**src/rtl/qos_pkg.sv**
```systemverilog
// Shared QoS definitions: VC count, egress FSM states and one-hot grant helpers
// used by both the VC arbiter and the egress mux.
package qos_pkg;

   localparam int NUM_VC   = 4;
   localparam int VC_IDX_W = 2;

   typedef enum logic {
      IDLE = 1'b0,
      XFER = 1'b1
   } state_t;

   function automatic logic is_onehot4(input logic [NUM_VC-1:0] v);
      return (v != '0) && ((v & (v - 4'd1)) == '0);
   endfunction

   function automatic logic [VC_IDX_W-1:0] onehot4_to_idx(input logic [NUM_VC-1:0] v);
      logic [VC_IDX_W-1:0] idx;
      idx = '0;
      for (int i = 0; i < NUM_VC; i++) begin
         if (v[i]) idx = VC_IDX_W'(i);
      end
      return idx;
   endfunction

endpackage

```
**src/rtl/qos_out_reg.sv**
```systemverilog
// Single-entry registered valid/ready stage; accepts a new word whenever the
// slot is empty or is being drained in the same cycle.
module qos_out_reg #(
   parameter int W = 35
) (
   input  logic         clk,
   input  logic         rst_n,
   input  logic         load,
   input  logic [W-1:0] load_data,
   input  logic         ready,
   output logic         slot_free,
   output logic         valid,
   output logic [W-1:0] data
);

   assign slot_free = !valid || ready;

   always_ff @(posedge clk or negedge rst_n) begin
      if (!rst_n) begin
         valid <= 1'b0;
         data  <= '0;
      end else if (load) begin
         valid <= 1'b1;
         data  <= load_data;
      end else if (ready) begin
         valid <= 1'b0;
      end
   end

endmodule

```
**src/rtl/qos_vc_egress_mux.sv**
```systemverilog
// Latches the arbiter grant and streams the selected VC's packet to the egress
// link. Optional per-VC packet counters are enabled with QOS_PKT_CNT_EN.
module qos_vc_egress_mux
   import qos_pkg::*;
#(
   parameter int DW        = 32,
   parameter int MAX_WORDS = 64,
   parameter int CNT_W     = 7
) (
`ifdef QOS_PKT_CNT_EN
   output logic [63:0]          pkt_cnt,
`endif
   input  logic                 clk,
   input  logic                 rst_n,
   input  logic [NUM_VC-1:0]    grant,
   input  logic [NUM_VC*DW-1:0] vc_data,
   input  logic [NUM_VC-1:0]    vc_valid,
   input  logic [NUM_VC-1:0]    vc_eop,
   output logic [NUM_VC-1:0]    vc_ready,
   output logic [DW-1:0]        out_data,
   output logic                 out_valid,
   output logic                 out_eop,
   output logic [VC_IDX_W-1:0]  out_vc,
   input  logic                 out_ready,
   output logic                 pkt_start,
   output logic                 pkt_done,
   output logic                 err_grant,
   output logic                 err_len
);

   localparam int PW = DW + 1 + VC_IDX_W;

   state_t                state, state_nxt;
   logic [VC_IDX_W-1:0]   cur_vc;
   logic [CNT_W-1:0]      word_cnt;
   logic                  grant_ok, grant_bad, start;
   logic [VC_IDX_W-1:0]   grant_idx;
   logic                  sel_valid, sel_eop, slot_free, hs, at_limit, last;
   logic [DW-1:0]         sel_data;
   logic [PW-1:0]         held;

   assign grant_ok  = is_onehot4(grant);
   assign grant_idx = onehot4_to_idx(grant);
   assign grant_bad = (grant != '0) && !grant_ok;
   assign start     = (state == IDLE) && grant_ok && vc_valid[grant_idx];

   assign sel_valid = vc_valid[cur_vc];
   assign sel_eop   = vc_eop[cur_vc];
   assign sel_data  = vc_data[int'(cur_vc)*DW +: DW];
   assign hs        = (state == XFER) && sel_valid && slot_free;
   // The word being accepted is number word_cnt+1; the MAX_WORDS-th one is forced last.
   assign at_limit  = (word_cnt == CNT_W'(MAX_WORDS - 1));
   assign last      = sel_eop || at_limit;

   always_ff @(posedge clk or negedge rst_n) begin
      if (!rst_n) state <= IDLE;
      else        state <= state_nxt;
   end

   always_comb begin
      state_nxt = state;
      case (state)
         IDLE:    if (start)     state_nxt = XFER;
         XFER:    if (hs && last) state_nxt = IDLE;
         default: state_nxt = IDLE;
      endcase
   end

   always_comb begin
      vc_ready = '0;
      if (state == XFER) vc_ready[cur_vc] = sel_valid && slot_free;
   end

   always_ff @(posedge clk or negedge rst_n) begin
      if (!rst_n) begin
         cur_vc    <= '0;
         word_cnt  <= '0;
         pkt_start <= 1'b0;
         pkt_done  <= 1'b0;
         err_grant <= 1'b0;
         err_len   <= 1'b0;
      end else begin
         pkt_start <= start;
         pkt_done  <= hs && last;
         if (start) begin
            cur_vc   <= grant_idx;
            word_cnt <= '0;
         end else if (hs) begin
            word_cnt <= word_cnt + CNT_W'(1);
         end
         if ((state == IDLE) && grant_bad) err_grant <= 1'b1;
         if (hs && at_limit && !sel_eop)   err_len   <= 1'b1;
      end
   end

`ifdef QOS_PKT_CNT_EN
   always_ff @(posedge clk or negedge rst_n) begin
      if (!rst_n) begin
         pkt_cnt <= '0;
      end else if (hs && last) begin
         pkt_cnt[16*int'(cur_vc) +: 16] <= pkt_cnt[16*int'(cur_vc) +: 16] + 16'd1;
      end
   end
`endif

   qos_out_reg #(.W(PW)) u_out_reg (
      .clk       (clk),
      .rst_n     (rst_n),
      .load      (hs),
      .load_data ({cur_vc, last, sel_data}),
      .ready     (out_ready),
      .slot_free (slot_free),
      .valid     (out_valid),
      .data      (held)
   );

   assign out_data = held[DW-1:0];
   assign out_eop  = held[DW];
   assign out_vc   = held[DW+1 +: VC_IDX_W];

endmodule

```
**config.mk**
```make
export PLATFORM = sky130hd
export DESIGN_NAME = qos_vc_egress_mux
export DESIGN_NICKNAME = d
export VERILOG_FILES = /design/src/rtl/qos_pkg.sv /design/src/rtl/qos_out_reg.sv /design/src/rtl/qos_vc_egress_mux.sv
export SDC_FILE = /design/constraint.sdc
export NUM_CORES = 1
export LEC_CHECK = 0
export BUFFER_PORTS_ARGS = -buffer_cell sky130_fd_sc_hd__buf_2
export CELL_PAD_IN_SITES_DETAIL_PLACEMENT = 0
export CELL_PAD_IN_SITES_GLOBAL_PLACEMENT = 1
export CORE_MARGIN = 5
export CORE_UTILIZATION = 35
export CTS_BUF_LIST = sky130_fd_sc_hd__clkbuf_2 sky130_fd_sc_hd__clkbuf_4 sky130_fd_sc_hd__clkbuf_8
export CTS_CLUSTER_DIAMETER = 50
export CTS_CLUSTER_SIZE = 8
export DETAILED_ROUTE_END_ITERATION = 8
export GPL_TIMING_DRIVEN = 0
export MAX_ROUTING_LAYER = met4
export PLACE_DENSITY_LB_ADDON = 0.08
export SKIP_CTS_REPAIR_TIMING = 1
export SLEW_MARGIN = 20
export SYNTH_ARGS = -nofsm -noshare
export SYNTH_HDL_FRONTEND = slang
export SYNTH_SLANG_ARGS = --single-unit
```
**constraint.sdc**
```tcl
create_clock -name clk -period 5.6 [get_ports clk]
set_clock_uncertainty 0.2 [all_clocks]
set_input_delay 0.84 -clock clk [delete_from_list [all_inputs] [get_ports clk]]
set_output_delay 0.84 -clock clk [all_outputs]
set_load 0.01 [all_outputs]
```
# Word level (Yosys, flattened, before mapping)
# Index checks and enable logic that the tools add are counted.
dict set report classes {
  n_bitwise 3
  n_reduce_logical 21
  shifts 1
  eq_ne 1
  mux 19
  addsub 2
  magnitude_cmp 3
}
# op count
set op_table {}
lappend op_table {{128-bit by 8-bit variable part select with 32-bit output} 1}
lappend op_table {{7-bit 2-to-1 mux} 2}
lappend op_table {{1-bit logical AND} 12}
lappend op_table {{1-bit 2-to-1 mux} 9}
lappend op_table {{4-bit AND} 2}
lappend op_table {{7-bit by 1-bit adder with 7-bit output (second input constant)} 1}
lappend op_table {{7-bit by 6-bit equality test with 1-bit output (second input constant)} 1}
lappend op_table {{1-bit binary-select mux with 2-bit select} 3}
lappend op_table {{2-bit by 3-bit < comparator with 1-bit output (second input constant)} 2}
lappend op_table {{4-bit zero test} 1}
lappend op_table {{2-bit 2-to-1 mux} 2}
lappend op_table {{4-bit 2-to-1 mux} 1}
lappend op_table {{2-bit nonzero test} 2}
lappend op_table {{4-bit nonzero test} 1}
lappend op_table {{4-bit by 1-bit subtractor with 4-bit output (second input constant)} 1}
lappend op_table {{1-bit zero test} 3}
lappend op_table {{1-bit demux with 2-bit select} 1}
lappend op_table {{2-bit by 1-bit >= comparator with 1-bit output (second input constant)} 1}
lappend op_table {{1-bit logical OR} 2}
lappend op_table {{1-bit case mux with 2 select lines} 1}
lappend op_table {{1-bit NOT} 1}
dict set report totals {
  elab_cells 59
  ff_bits 50
  output_inout_bits 44
}

# Logic depth before layout (Yosys ltp)
# Gate-level depths: netlist (run 1).
dict set report logic_depth {
  ltp_word 8
  depth_mapped 6
  depth_no_buf 5
}

# By module
# A second synthesis (run 1) with hierarchy kept.
dict set report hier_totals {
  hier_cells 196
  area_unflattened_um2 3071.7
}
# mod instances cells_each seq_area_each_um2 area_per_inst_um2
set by_module_without_submodules {}
lappend by_module_without_submodules {qos_vc_egress_mux 1 119 350.3 1584.0}
lappend by_module_without_submodules {qos_out_reg 1 77 900.9 1487.7}

# Least setup slack after synthesis (run 1)
# Ideal clock, no wire load.
dict set report synth_timing {
  kind {input -> output}
  from {in vc_valid[3]}
  to {out vc_ready[0]}
  cell_stages 5
  n_path_buf 2
  arrival_ns 1.839
  slack_ns 2.721
  cell_sequence {mux4_2 nand3_1 buf_4 buf_4 nor3_1}
}
dict set report synth_via {
  elab_chain_len 5
}
# element line
set synth_rtl {}
lappend synth_rtl {{start, declared} qos_vc_egress_mux.sv:17} ;# input logic [NUM_VC-1:0] vc_valid,
lappend synth_rtl {{1-bit binary-select mux with 2-bit select} qos_vc_egress_mux.sv:47} ;# assign sel_valid = vc_valid[cur_vc];
lappend synth_rtl {{1-bit 2-to-1 mux (not written as such)} qos_vc_egress_mux.sv:47}
lappend synth_rtl {{1-bit logical AND} qos_vc_egress_mux.sv:71} ;# if (state == XFER) vc_ready[cur_vc] = sel_valid && slot_free;
lappend synth_rtl {{4-bit AND (no line)} n/a}
lappend synth_rtl {{4-bit 2-to-1 mux} qos_vc_egress_mux.sv:71}
lappend synth_rtl {{end, declared} qos_vc_egress_mux.sv:19} ;# output logic [NUM_VC-1:0] vc_ready,
# No other way between the ends. The select of a mux whose other input is x is not followed.

# Final worst setup path (run 1)
# Ends and elaborated chain as after synthesis.

==> metrics, run 1 <==
outcome finished clean; Slowest-stage cell, CP mux4_2; Startpoint Class input pin; chip width 100.8 um; clk buf depth 2; synthesis-to-layout area growth 40.75%; met3 WL 796 um; Vias/cell 4.986; register area share after synthesis 0.4335; cells after synthesis 198; Total GRT Usage 0.1696; DRT met1 WL 3418 um; I/O pins 187; post-synthesis cell area 0.002887 mm2; largest net degree at the start of global routing 51; unrepaired setup endpoints after global routing false; Post-synth top cells 50 x dfrtp_1, 34 x mux4_2, 29 x mux2_2; post-route cell area 0.004063 mm2; most frequent cell after synthesis dfrtp_1; CP cell instances buf_2 -> mux4_2 -> nand3_1 -> buf_4 -> buf_4 -> nor3_1 -> buf_2; critical path peak fanout 10; Reg-to-Reg Start cur_vc[0]$_DFFE_PN0P_; H-Tree Depth 2; Max transition margin 0.5625; critical path data arrival time 2.27 ns; global placer's final weighted congestion 0.7768; area of the multi-input gates 0.001523 mm2; top post-synthesis cells by area dfrtp_1 43%, mux4_2 27%, mux2_2 11%, mux2i_1 1.4%, xor2_1 1.2%; Root Buffer clkbuf_8; Pleak 2.014 nW; clock transition at the registers of the reported paths 0.09 ns; antenna violations before repair 1; routed via count 2478; Sw Share 0.3589; Comb power frac 0.548; Final min period 3.307 ns; Worst EP required 4.56 ns; Final #Nets 534; Sink Count 50; Remaining DRCs 0; TritonRoute pass-1 iters 4; total grt overflow 0; pwr dens 474.9 mW/mm2; Slew Limit Fails 0; critical path's largest stage delay 0.52 ns; worst slew pin tran 0.6563 ns; ys async rst share 1.000; CP endpoint vc_ready[0]; Final period util 0.5905; drt first-iter violations 60; row count 33; Yosys cell types 36; synthesis warning total 0; setup TNS 0 ns; storage element area 0.001251 mm2; die height 100.8 um; peak supply drop 0.1636 mV; Top FF cell, synth dfrtp_1; share of post-route cells with drive strength above 1 0.6880; Yosys reg bits 50; placed cell area 0.003946 mm2; DP HPWL 6960 um; worst hold slack 0.2610 ns; PortBufs 185; Skew-Pair Late Insertion Delay 0.30 ns; internal power 0.001237 W; switching power total 0.0006924 W; Final Hold Vio Count 0; wire length on met2 4184 um; CTS Buf Count 5; Clock Power Share 0.136; Hold Crit Class flip-flop to flip-flop; Synth area leader dfrtp_1; Initial Util 0.3549; wire length of the first global-routing pass 12920 um; R2R setup slack 3.35 ns; Fill cells 759; EDFF count, synth 0; CTS tree done; syn_area_per_cell 14.58 um2; CP Class input pin to output port; Core ar. 0.008134 mm2; Sequential Power Share 0.317; f_max 302.4 MHz; Setup-failing EPs final 0; Synth top area share 0.4335; Syn Nets 342; Die ar. 0.01016 mm2; worst-case reg-to-reg path depth 4; Top Metal Used met4; Worst R2R End u_out_reg.data[11]$_DFFE_PN0P_; vias in the first global route 2640; DRT Wirelength 8552 um; MaxCap Viol Count 0; Antenna Nets Post-Route 0; Worst Setup SP vc_valid[3]; drt wl/cell 17.21 um; Critical Path Sink Type output port
## sequential cells by signal (all words and copies together), names as in the netlist
signal and flops:
pkt_start 1, u_out_reg.valid 1, u_out_reg.data 35, err_grant 1, cur_vc 2, pkt_done 1, word_cnt 7, err_len 1
state 1
## routing by layer
layer,vias to the layer above,GRT usage
met3,10,0.03668
met1,1174,0.2060
met4,0,0.06528
met2,134,0.2765
met5,-,-
li1,1160,-
## worst min-delay path by stage
stage / from / to / slack [ns] / cells after the start
after global placement: err_grant$_DFFE_PN0P_ / err_grant$_DFFE_PN0P_ / 0.25 / 2
after CTS: err_grant$_DFFE_PN0P_ / err_grant$_DFFE_PN0P_ / 0.27 / 2
after detailed placement: err_grant$_DFFE_PN0P_ / err_grant$_DFFE_PN0P_ / 0.25 / 2
final: err_grant$_DFFE_PN0P_ / err_grant$_DFFE_PN0P_ / 0.26 / 2
after global routing: err_grant$_DFFE_PN0P_ / err_grant$_DFFE_PN0P_ / 0.28 / 2
after floorplan: err_grant$_DFFE_PN0P_ / err_grant$_DFFE_PN0P_ / 0.30 / 2
## cells in the final DEF (no fill, tap or decap)
master / count
and3_1: 2
mux2i_1: 4
clkbuf_8: 5
maj3_1: 1
o21a_1: 1
a41o_1: 1
inv_1: 5
a31oi_1: 1
nand4_1: 3
dfrtp_1: 50
nand4b_1: 1
nor2b_1: 1
mux4_2: 34
buf_4: 5
nand2b_1: 3
o21ai_0: 4
nand3_1: 3
xor2_1: 4
a311o_1: 1
a21oi_1: 3
nor2_1: 9
o31ai_1: 2
ha_1: 1
buf_1: 1
mux2_2: 29
and4_1: 1
nor3_1: 6
diode_2: 1
buf_2: 190
or4_1: 1
a2111oi_2: 1
mux2_1: 3
nand2_1: 5
clkbuf_1: 2
clkbuf_4: 2
buf_6: 2
nand3b_1: 1
a21o_1: 1
or3_1: 1
bufinv_16: 1
## kinds of logic (layout without fill, tap and decap cells)
family                   after synthesis  count (layout)  share of synthesized area
AO/OA/AOI/OAI                         15              15                    0.03684
XOR/XNOR                               4               4                    0.01214
adder cells (fa/ha/maj)                2               2                   0.007802
buffers and inverters                 20             213                    0.03901
flip-flops                            50              50                     0.4335
multiplexers                          70              70                     0.4040
other                                  0               1                          0
AND/OR/NAND/NOR                       37              37                    0.06676
## worst max-delay path: cells and delay by family
kind / cells / cell delay [ns]
buffers and inverters: 4 / 0.68
AND/OR/NAND/NOR: 2 / 0.22
multiplexers: 1 / 0.52
## power by group through the flow
stage          clock network [W]  registers (W)  logic (W)
6_report                0.000262       0.000611    0.00106
5_1_grt                 0.000285       0.000632    0.00116
4_1_cts                 0.000272       0.000612    0.00108
3_5_place_dp                   0       0.000617    0.00108
3_3_place_gp                   0       0.000609    0.00107
2_1_floorplan                  0       0.000679   0.000662
## layout make-up
cell class	instances	share of cell area
repair buffers	185	0.2285
well taps	105	0.03234
clock inverters	1	0.007391
diodes	1	0.0006160
multi-input cells	128	0.3748
inverters	5	0.004620
clock buffers	7	0.02063
plain buffers	15	0.02310
flip-flops and latches	50	0.3080
## metrics by stage
stage | std cells | setup slack [ns] | utilization | power (W)
floorplan | 198 | 2.721 | - | 0.001340
global placement | 488 | 2.281 | 0.4848 | 0.001679
detailed placement | 488 | 2.288 | 0.4852 | 0.001700
CTS | 496 | 2.284 | 0.4992 | 0.001968
global route | 497 | 2.213 | 0.4995 | 0.002073
finish | 497 | 2.293 | 0.4995 | 0.001929
No activity file was read; power rests on OpenSTA's default activity.
==> run 2, diff against run 1 <==
Settings changed: CORE_UTILIZATION 35 to 33.
Clock period 5.6 ns to 3.23 ns, I/O delays scaled along.
==> metrics, run 2 (synthesized netlist as in run 1, its figures left out) <==
routed via count 2448 (-1.2%); vias in the first global route 2786 (+5.5%); internal power 0.002144 W (+73%); most common cell after layout, fill and taps aside buf_2; DP HPWL 7112 um (+2.2%); CTS Buf Count 5 (unchanged); CP Class flip-flop to output port; I/O pins 187 (unchanged); Fill cells 848 (+12%); Vias/cell 4.916 (-1.4%); MaxCap Viol Count 0 (unchanged); share of post-route cells with drive strength above 1 0.6872 (-0.0008001); Reg-to-Reg Start cur_vc[0]$_DFFE_PN0P_; Slew Limit Fails 0 (unchanged); drt wl/cell 17.30 um (+0.52%); global placer's final weighted congestion 0.7676 (-1.2%); Startpoint Class flip-flop; Worst R2R End u_out_reg.data[29]$_DFFE_PN0P_; DRT Wirelength 8614 um (+0.72%); Core ar. 0.008636 mm2 (+6.2%); chip width 103.5 um (+2.7%); Antenna Nets Post-Route 0 (unchanged); clk buf depth 2 (unchanged); Comb power frac 0.549 (about the same); antenna fix cells 0 (-1); CTS tree done; Root Buffer clkbuf_8; H-Tree Depth 2 (unchanged); Sw Share 0.3600 (+0.001189); Initial Util 0.3343 (-0.02062); critical path data arrival time 2.06 ns (-0.21 ns); setup TNS 0 ns (unchanged); critical path peak fanout 10 (unchanged); PortBufs 185 (unchanged); peak supply drop 0.2809 mV (+72%); f_max 364.5 MHz; Worst EP required 2.55 ns (-2.01 ns); most frequent cells in the layout 190 x buf_2, 50 x dfrtp_1, 34 x mux4_2, 29 x mux2_2, 9 x nor2_1; Setup-failing EPs final 0 (unchanged); worst-case reg-to-reg path depth 4 (unchanged); R2R setup slack 0.99 ns (-2.36 ns); die height 103.5 um (+2.7%); largest net degree at the start of global routing 51 (unchanged); TritonRoute pass-1 iters 4 (unchanged); antenna violations before repair 0 (-1); unrepaired setup endpoints after global routing false; Final #Nets 534 (unchanged); Skew-Pair Late Insertion Delay 0.29 ns (about the same); row count 34 (+3.0%); area of the multi-input gates 0.001523 mm2 (unchanged); Reg with most FFs u_out_reg.data; Pleak 2.012 nW (-0.10%); Sequential Power Share 0.317 (about the same); Total GRT Usage 0.1620 (-0.007601); total grt overflow 0 (unchanged); Final min period 2.743 ns; pwr dens 824.7 mW/mm2 (+74%); switching power total 0.001206 W (+74%); Hold Crit Class input pin to asynchronous set/reset pin; Max transition margin 0.5727 (+0.01019); outcome finished clean; Remaining DRCs 0 (unchanged); Final Hold Vio Count 0 (unchanged); drt first-iter violations 53 (-12%); Critical Path Sink Type output port; Final period util 0.8493; Sink Count 50 (unchanged); synthesis-to-layout area growth 40.75% (unchanged); Core Util, Final 0.4704 (-0.02902); Clock Power Share 0.134 (-0.002); largest registers u_out_reg.data x35, word_cnt x7, cur_vc x2; clock transition at the registers of the reported paths 0.09 ns (about the same); wire length of the first global-routing pass 13820 um (+7.0%); worst slew pin tran 0.6410 ns (-0.01529 ns); max reg flops 35 (unchanged); Die ar. 0.01072 mm2 (+5.4%); storage element area 0.001251 mm2 (unchanged)
[run 2: critical path, stage by stage, from the launching register on]
cell and delay, ns:
dfrtp_1 0.37, buf_2 0.29, buf_1 0.47, mux2i_1 0.21, nor3_1 0.25, buf_2 0.18
[run 2: worst max path at each step]
stage,start,to,slack (ns),cells after the start
final,cur_vc[1]$_DFFE_PN0P_,vc_ready[1],0.49,5
after CTS,cur_vc[0]$_DFFE_PN0P_,vc_ready[0],0.45,6
after global placement,vc_valid[3],vc_ready[0],0.57,7
after detailed placement,vc_valid[3],vc_ready[0],0.57,7
after floorplan,vc_valid[3],vc_ready[0],1.06,5
after global routing,cur_vc[1]$_DFFE_PN0P_,vc_ready[1],0.30,5
[run 2: metrics by stage]
stage | worst slack, ns | total power, W | cells | hold slack [ns] | instance area (um2)
after detailed placement | 0.5708 | 0.002967 | 491 | 0.2542 | 3950
after CTS | 0.4463 | 0.003428 | 498 | 0.03793 | 4063
after floorplan | 1.062 | 0.002323 | 198 | -0.01109 | 2887
after global routing | 0.2974 | 0.003611 | 498 | 0.05382 | 4063
final | 0.4868 | 0.003350 | 498 | 0.00002354 | 4063
after global placement | 0.5681 | 0.002946 | 491 | 0.2553 | 3948
[run 2: cell type report]
class,instances,area share
repair buffers,185,0.2285
clock inverters,1,0.007391
well taps,108,0.03326
flip-flops and latches,50,0.3080
plain buffers,15,0.02310
clock buffers,6,0.02033
inverters,5,0.004620
multi-input cells,128,0.3748
[run 2: power groups by stage]
stage / registers (W) / logic, W / clock network, W
2_1_floorplan: 0.00118 / 0.00115 / 0
3_3_place_gp: 0.00107 / 0.00188 / 0
3_5_place_dp: 0.00107 / 0.00189 / 0
4_1_cts: 0.00107 / 0.00190 / 0.000467
5_1_grt: 0.00110 / 0.00202 / 0.000487
6_report: 0.00106 / 0.00184 / 0.000451
[run 2: routing by layer]
metal	global-route usage	part of all wire	vias to the layer above
met5	-	0	-
met2	0.2709	0.52	100
met4	0.03280	0.012	0
met1	0.1917	0.39	1193
met3	0.05286	0.080	6
li1	-	-	1149
==> run 3, diff against run 2 <==
Clock period 3.23 ns to 2.8 ns, I/O delays scaled along.
==> metrics, run 3 (synthesized netlist as in run 1, its figures left out) <==
most frequent cells in the layout 190 x buf_2, 50 x dfrtp_1, 34 x mux4_2, 29 x mux2_2, 9 x nor2_1; Sink Count 50 (unchanged); antenna fix cells 0 (unchanged); Startpoint Class flip-flop; Slew Limit Fails 0 (unchanged); chip width 103.5 um (unchanged); Worst Min Path Start grant[1]; worst slew pin tran 0.6414 ns (+0.0003732 ns); CTS tree done; antenna violations before repair 0 (unchanged); clk buf depth 2 (unchanged); Worst Setup SP cur_vc[0]$_DFFE_PN0P_; Die ar. 0.01072 mm2 (unchanged); die height 103.5 um (unchanged); PortBufs 185 (unchanged); Worst R2R End u_out_reg.data[29]$_DFFE_PN0P_; largest net degree at the start of global routing 51 (unchanged); hold endpoint err_grant$_DFFE_PN0P_; share of post-route cells with drive strength above 1 0.6872 (unchanged); Vias/cell 4.930 (+0.29%); Final min period 2.633 ns; outcome finished clean; Antenna Nets Post-Route 0 (unchanged); peak supply drop 0.3235 mV (+15%); unrepaired setup endpoints after global routing false; Worst EP required 2.18 ns (-0.37 ns); largest registers u_out_reg.data x35, word_cnt x7, cur_vc x2; Final Hold Vio Count 0 (unchanged); critical path data arrival time 2.01 ns (-0.05 ns); drt wl/cell 17.30 um (unchanged); Core ar. 0.008636 mm2 (unchanged); max reg flops 35 (unchanged); Root Buffer clkbuf_8; drt first-iter violations 50 (-5.7%); setup TNS 0 ns (unchanged); Initial Util 0.3343 (unchanged); total grt overflow 0 (unchanged); clock transition at the registers of the reported paths 0.09 ns (about the same); Final period util 0.9404; H-Tree Depth 2 (unchanged); Reg with most FFs u_out_reg.data; Fill cells 844 (-0.47%); global placer's final weighted congestion 0.7676 (unchanged); Remaining DRCs 0 (unchanged); Final #Nets 534 (unchanged); synthesis-to-layout area growth 41.09%; DP HPWL 7112 um (unchanged); Critical Path Sink Type output port; row count 34 (unchanged); Core Util, Final 0.4716 (+0.001159); TritonRoute pass-1 iters 4 (unchanged); critical path peak fanout 10 (unchanged); routed via count 2455 (+0.29%); pwr dens 949.7 mW/mm2 (+15%); worst-case reg-to-reg path depth 4 (unchanged); wire length of the first global-routing pass 13820 um (unchanged); R2R setup slack 0.49 ns (-0.50 ns); most common cell after layout, fill and taps aside buf_2; Max transition margin 0.5724 (about the same); f_max 379.8 MHz; Setup-failing EPs final 0 (unchanged); CTS Buf Count 5 (unchanged); WHS Path Cells 3; Reg-to-Reg Start cur_vc[1]$_DFFE_PN0P_; MaxCap Viol Count 0 (unchanged); CP Class flip-flop to output port; Total GRT Usage 0.1620 (unchanged); Hold Crit Class input pin to flip-flop; Skew-Pair Late Insertion Delay 0.29 ns (about the same); Pleak 2.017 nW (+0.23%); I/O pins 187 (unchanged); DRT Wirelength 8614 um (unchanged); vias in the first global route 2786 (unchanged)
-- run 3: cell count changes in the layout (fill, tap and decap cells not counted) --
cell,previous run,this run
buf_1,1,0
dlygate4sd3_1,0,1
buf_4,5,4
buf_6,2,3
-- run 3: final cells by class --
class / count / area (um2) / share of cell area
plain buffers: 14 / 93.84 / 0.02304
clock buffers: 6 / 82.58 / 0.02028
clock inverters: 1 / 30.03 / 0.007373
inverters: 5 / 18.77 / 0.004608
multi-input cells: 128 / 1523 / 0.3739
flip-flops and latches: 50 / 1251 / 0.3072
well taps: 108 / 135.1 / 0.03318
repair buffers: 186 / 938.4 / 0.2304
-- run 3: worst max-delay path, cell delays in order, from the launching register on --
cell and delay [ns]:
dfrtp_1 0.38, mux4_2 0.56, nand3_1 0.19, buf_6 0.18
buf_4 0.19, nor3_1 0.06, buf_2 0.17
-- run 3: worst max-delay path by stage --
stage,to,depth (start not counted)
finish,vc_ready[0],6
global route,vc_ready[0],6
CTS,vc_ready[0],6
detailed placement,vc_ready[0],7
global placement,vc_ready[0],7
floorplan,vc_ready[0],5
-- run 3: power by group --
group          leakage [nW]  internal (W)  switching, W
Clock                0.0573      0.000286      0.000233
Sequential            0.601       0.00105      0.000175
Combinational          1.36       0.00114      0.000983
Total                  2.02       0.00248       0.00139
-- run 3: through the flow --
step	hold slack, ns	cell area [um2]	std cells	worst slack [ns]	total power, W
CTS	-0.02657	4063	498	0.08082	0.003955
finish	0.2510	4073	498	0.1668	0.003868
global route	0.2482	4073	498	0.02474	0.004168
global placement	0.2553	3948	491	0.2671	0.003399
floorplan	-0.07559	2887	198	0.7464	0.002680
detailed placement	0.2542	3950	491	0.2698	0.003422
-- run 3: per-layer routing --
layer | up-vias | routed length (um) | GRT usage | part of all wire
met1 | 1198 | 3373 | 0.1917 | 0.39
met2 | 102 | 4448 | 0.2709 | 0.52
met3 | 6 | 690 | 0.05286 | 0.080
met4 | 0 | 101 | 0.03280 | 0.012
met5 | - | 0 | - | 0
li1 | 1149 | - | - | -
